File: src/rtl/rv_pkg.sv
// Shared definitions for the fetch/decode boundary: widths, NOP encoding,
// the buffered fetch-entry payload and the occupancy-counter width helper.
package rv_pkg;

  localparam int unsigned XLEN = 32;

  // addi x0, x0, 0
  localparam logic [XLEN-1:0] NOP_INST = 32'h0000_0013;

  // One buffered fetch result; misalign is precomputed when the entry is captured.
  typedef struct packed {
    logic [XLEN-1:0] pc;
    logic [XLEN-1:0] inst;
    logic            misalign;
  } fetch_entry_t;

  // Occupancy counter needs one extra bit to represent a completely full queue.
  function automatic int unsigned cnt_w(input int unsigned depth);
    return $clog2(depth) + 1;
  endfunction

endpackage

File: src/rtl/rv_fifo_ctrl.sv
// Pointer and occupancy bookkeeping for a power-of-two circular buffer.
// Callers must qualify push/pop (no push when full, no pop when empty).
module rv_fifo_ctrl
  import rv_pkg::*;
#(
  parameter int unsigned DEPTH = 2,
  localparam int unsigned PW = $clog2(DEPTH),
  localparam int unsigned CW = cnt_w(DEPTH)
) (
  input  logic          clk,
  input  logic          rst,
  input  logic          push_i,
  input  logic          pop_i,
  input  logic          flush_i,
  output logic [PW-1:0] wptr_o,
  output logic [PW-1:0] rptr_o,
  output logic [CW-1:0] count_o,
  output logic          full_o,
  output logic          empty_o
);

  logic [PW-1:0] wptr_q, wptr_d;
  logic [PW-1:0] rptr_q, rptr_d;
  logic [CW-1:0] count_q, count_d;

  // Next-state: flush collapses the queue onto the write pointer; otherwise
  // pointers advance on their handshakes and count tracks the difference.
  always_comb begin
    wptr_d  = wptr_q;
    rptr_d  = rptr_q;
    count_d = count_q;
    if (flush_i) begin
      rptr_d  = wptr_q;
      count_d = '0;
    end else begin
      if (push_i) begin
        wptr_d = wptr_q + PW'(1);
      end
      if (pop_i) begin
        rptr_d = rptr_q + PW'(1);
      end
      count_d = count_q + CW'(push_i) - CW'(pop_i);
    end
  end

  // State registers, synchronous reset.
  always_ff @(posedge clk) begin
    if (rst) begin
      wptr_q  <= '0;
      rptr_q  <= '0;
      count_q <= '0;
    end else begin
      wptr_q  <= wptr_d;
      rptr_q  <= rptr_d;
      count_q <= count_d;
    end
  end

  assign wptr_o  = wptr_q;
  assign rptr_o  = rptr_q;
  assign count_o = count_q;
  assign full_o  = (count_q == CW'(DEPTH));
  assign empty_o = (count_q == '0);

endmodule

File: src/rtl/if_id_queue.sv
// IF/ID decoupling queue: buffers {pc, inst} pairs from fetch and presents
// them in order to decode, with flush on redirect and a precomputed pc+4.
module if_id_queue
  import rv_pkg::*;
#(
  parameter int unsigned     DEPTH    = 2,
  parameter int unsigned     XLEN     = rv_pkg::XLEN,
  parameter logic [XLEN-1:0] NOP_INST = rv_pkg::NOP_INST,
  localparam int unsigned    PW       = $clog2(DEPTH),
  localparam int unsigned    CW       = cnt_w(DEPTH)
) (
  input  logic            clk,
  input  logic            rst,
  input  logic            flush_i,
  input  logic            in_valid_i,
  output logic            in_ready_o,
  input  logic [XLEN-1:0] in_pc_i,
  input  logic [XLEN-1:0] in_inst_i,
  output logic            out_valid_o,
  input  logic            out_ready_i,
  output logic [XLEN-1:0] out_pc_o,
  output logic [XLEN-1:0] out_pc4_o,
  output logic [XLEN-1:0] out_inst_o,
  output logic            out_misalign_o,
  output logic [CW-1:0]   count_o
);

  logic          push;
  logic          pop;
  logic          full;
  logic          empty;
  logic [PW-1:0] wptr;
  logic [PW-1:0] rptr;

  fetch_entry_t  mem_q [DEPTH];
  fetch_entry_t  wr_entry;
  fetch_entry_t  head;

  // Handshake qualification; readiness depends on stored state only.
  always_comb begin
    in_ready_o  = !full;
    out_valid_o = !empty;
    push        = in_valid_i && !full && !flush_i;
    pop         = !empty && out_ready_i && !flush_i;
  end

  rv_fifo_ctrl #(
    .DEPTH (DEPTH)
  ) u_ctrl (
    .clk     (clk),
    .rst     (rst),
    .push_i  (push),
    .pop_i   (pop),
    .flush_i (flush_i),
    .wptr_o  (wptr),
    .rptr_o  (rptr),
    .count_o (count_o),
    .full_o  (full),
    .empty_o (empty)
  );

  // Payload to store; misalignment is resolved here so the read side stays a plain mux.
  always_comb begin
    wr_entry          = '0;
    wr_entry.pc       = rv_pkg::XLEN'(in_pc_i);
    wr_entry.inst     = rv_pkg::XLEN'(in_inst_i);
    wr_entry.misalign = |in_pc_i[1:0];
  end

  // Entry storage; cleared on reset so the idle head reads pc=0 / pc+4=4.
  always_ff @(posedge clk) begin
    if (rst) begin
      for (int i = 0; i < int'(DEPTH); i++) begin
        mem_q[i] <= '0;
      end
    end else if (push) begin
      mem_q[wptr] <= wr_entry;
    end
  end

  // Head presentation; inst and misalign are masked while nothing is valid.
  always_comb begin
    head           = mem_q[rptr];
    out_pc_o       = XLEN'(head.pc);
    out_pc4_o      = XLEN'(head.pc) + XLEN'(4);
    out_inst_o     = empty ? NOP_INST : XLEN'(head.inst);
    out_misalign_o = !empty && head.misalign;
  end

endmodule

File: config.mk
export PLATFORM = sky130hd
export DESIGN_NAME = if_id_queue
export DESIGN_NICKNAME = d
export VERILOG_FILES = /design/src/rtl/rv_pkg.sv /design/src/rtl/rv_fifo_ctrl.sv /design/src/rtl/if_id_queue.sv
export SDC_FILE = /design/constraint.sdc
export NUM_CORES = 1
export LEC_CHECK = 0
export ABC_AREA = 1
export ABC_CLOCK_PERIOD_IN_PS = 4400
export CORE_MARGIN = 5
export CORE_UTILIZATION = 49
export DETAILED_ROUTE_END_ITERATION = 10
export PLACE_DENSITY = 0.8
export SLEW_MARGIN = 20
export SYNTH_ARGS = -nofsm -noshare
export SYNTH_HDL_FRONTEND = slang
export SYNTH_SLANG_ARGS = --single-unit
File: constraint.sdc
create_clock -name clk -period 4.4 [get_ports clk]
set_input_delay 1.32 -clock clk [delete_from_list [all_inputs] [get_ports clk]]
set_output_delay 1.32 -clock clk [all_outputs]
set_load 0.01 [all_outputs]
==> results.py <==
metrics = {
    "outcome": {
        "status": "finished clean",
    },
    "yosys": {
        "ys_seq_area_frac": 0.601,
        "ys_ff_latch": 135,
        "synth_top_area_frac": 0.586,
        "synth_area_leaders": "edfxtp_1 (59%), nand2_1 (14%), nor2_1 (9.7%)",
        "syn_area_mm2": 0.00666,
        "synth_ff_type": "edfxtp_1",
        "synth_edf_count": 130,
        "syn_nets": 849,
        "yosysUniqueCellTypes": 26,
        "synthArstFlopShare": 0,
        "synth_largest_area_cell": "edfxtp_1",
        "yosysWarnings": 0,
        "synth_area_per_cell_um2": 8.57,
        "netlist_instances": 777,
    },
    "floorplanning": {
        "dieArea_mm2": 0.0160,
        "die_h_um": 127,
        "initial_utilization": 0.501,
        "core_mm2": 0.0133,
        "ioPinCount": 170,
        "die_w_um": 127,
        "rows": 42,
    },
    "power_and_ir_drop": {
        "switching_share": 0.221,
        "power.density_mw_per_mm2": 383,
        "leakagePower_nw": 3.90,
        "power.share.sequential": 0.425,
        "ir_worst_vdd_v": 0.000234,
        "internal_power_mw": 2.74,
        "p_clk_frac": 0.447,
        "p_total_mw": 3.52,
        "power.switching_mw": 0.780,
        "combPwrFrac": 0.128,
    },
    "sta": {
        "setup_tns_ns": 0,
        "fin_crit_ns": 4.15,
        "tightest_slew_ns": 0.749,
        "layout_worst_path_cycle_share": 0.942,
        "drv_slew": 0,
        "rsz0062_at_grt": "no",
        "finClkSkew_ns": 0.0133,
        "setup_viol": 0,
        "relSlewSlack": 0.501,
        "hold_viol": 0,
        "fmax_mhz": 241,
    },
    "clock_tree": {
        "cts_buffers": 17,
        "post_cts_buffers": 0,
        "clk_latency_ns": 0.41,
        "cts_tree": "done",
        "root_buffer": "clkbuf_16",
        "ctsResizeCount": 0,
        "htreeDepth": 4,
        "clockBufferDepth": 2,
        "clkTransAtPathRegs_ns": 0.06,
        "cts.sinks": 135,
        "cts_hold_buf": 0,
    },
    "grt": {
        "grt_pass1_vias": 5614,
        "overflow": 0,
        "grt_usage": 0.211,
        "antenna_found_initial": 0,
        "grt_pass1_wl_um": 26900,
        "grt_start_max_net_pins": 67,
    },
    "finish": {
        "fillers": 1047,
        "nNetsFinal": 1016,
        "multi_input_area_mm2": 0.00218,
        "layout_common_cells": "nand2_1 (253), nor2_1 (172), clkdlybuf4s50_1 (169), edfxtp_1 (130), inv_1 (93)",
        "area_growth_pct": 38.1,
        "seq_area_mm2": 0.00401,
        "drive_above_1_share": 0.0586,
        "fin_cells": 1132,
        "n_antenna_cell": 0,
        "mostFrequentLayoutCell": "nand2_1",
    },
    "setup_path": {
        "cp_num_buf_inv": 4,
        "cp_max_fo": 5,
        "arrival_ns": 2.83,
        "max_stage_delay_ns": 0.53,
        "cp-end-kind": "output pin",
        "critical_path.most_common_cell": "nand2_1",
        "crit_required_ns": 3.08,
        "crit_family": "buffers and inverters",
        "cp-start-kind": "flip-flop",
        "criticalPathCategory": "flip-flop to output pin",
        "slowest_stage": "clkdlybuf4s50_1",
        "crit_chain": "o21ai_1 > inv_1 > ha_1 > nand3_1 > inv_1 > nand2_1 > inv_1 > nand2_1 > nand2_1 > nand2_1 > clkdlybuf4s50_1",
    },
    "routing": {
        "drc": 0,
        "via_count": 5673,
        "dr.pass1.iters": 5,
        "routed_wl_um": 17000,
        "drt-initial-drc-count": 409,
        "viasPerCell": 5.01,
        "routedWlPerCell_um": 15.0,
        "ant_nets": 0,
    },
    "placement": {
        "dp_hpwl_um": 11600,
        "io_buffer_count": 169,
        "gp_congestion": 0.995,
        "dpl.cell_count": 1101,
    },
    "min_path": {
        "hold_path_class": "flip-flop to flip-flop",
    },
    "job": {
        "cap_violations": 0,
    },
}
[stage by stage]
stage | setup slack, ns | util | area (um2) | hold slack (ns)
4_1_cts | 0.233 | 0.692 | 9200 | 0.490
3_3_place_gp | 0.759 | 0.643 | 8540 | 0.466
6_report | 0.253 | 0.692 | 9200 | 0.501
5_1_grt | 0.0223 | 0.692 | 9200 | 0.516
2_1_floorplan | 0.471 | - | 6660 | 0.427
3_5_place_dp | 0.681 | 0.643 | 8540 | 0.466
[kinds of logic (layout without fill, tap and decap cells)]
family          Yosys count  in the layout  synth area share
buf+inv                 126            305            0.0759
compound gates           35             35            0.0267
flops                   135            135             0.601
fa+ha+maj                 3              3           0.00563
xor+xnor                 16             16            0.0210
simple gates            462            462             0.270
[power by group through the flow]
stage | logic (mW) | registers [mW] | clock network [mW]
2_1_floorplan | 0.206 | 1.52 | 0
3_3_place_gp | 0.443 | 1.52 | 0
3_5_place_dp | 0.449 | 1.52 | 0
4_1_cts | 0.452 | 1.50 | 1.59
5_1_grt | 0.488 | 1.50 | 1.65
6_report | 0.450 | 1.50 | 1.58
[synth_stat cells, types with 2 or more instances]
cell type,n
buf_6,2
buf_4,3
nor2_2,5
nand2_1,256
buf_2,5
xnor2_1,6
xor2_1,10
a21oi_1,32
ha_1,3
edfxtp_1,130
nand3_1,20
dfxtp_1,5
nand2_2,3
buf_1,9
clkbuf_1,13
inv_1,93
nor2_1,173
[registers in the layout, summed over array words and instances (netlist names), named ones only]
name,flops
u_ctrl.wptr_o,1
mem_q,130
u_ctrl.count_o,2
u_ctrl.rptr_o,1
[worst paths after layout]
check               startpoint             to  slack [ns]  cells past startpoint
max               mem_q[0][35]  out_pc4_o[26]        0.25                     11
min              u_ctrl.rptr_o      flip-flop        0.50                      1
max reg2reg  u_ctrl.count_o[0]    mem_q[1][5]        2.58                      7
min reg2reg      u_ctrl.rptr_o      flip-flop        0.50                      1
[worst reg2reg max path, delay by kind of cell (launching register included)]
family	cells	cell delay, ns
flip-flops	1	0.37
AND/OR/NAND/NOR	4	0.65
buffers and inverters	3	0.46
[final cells by class]
type | instances | area share
Sequential cell | 135 | 0.435
Multi-Input combinational cell | 516 | 0.237
Timing Repair Buffer | 180 | 0.194
Clock buffer | 18 | 0.0466
Inverter | 94 | 0.0384
Clock inverter | 13 | 0.0248
Tap cell | 176 | 0.0239
[routing by layer]
layer | global-route usage | wire length [um] | vias up
met4 | 0.0606 | 274 | 0
met3 | 0.0710 | 1630 | 23
met5 | 0 | 0 | -
met2 | 0.372 | 8410 | 258
met1 | 0.244 | 6650 | 2633
li1 | - | - | 2759
No activity file was read; power rests on OpenSTA's default activity.
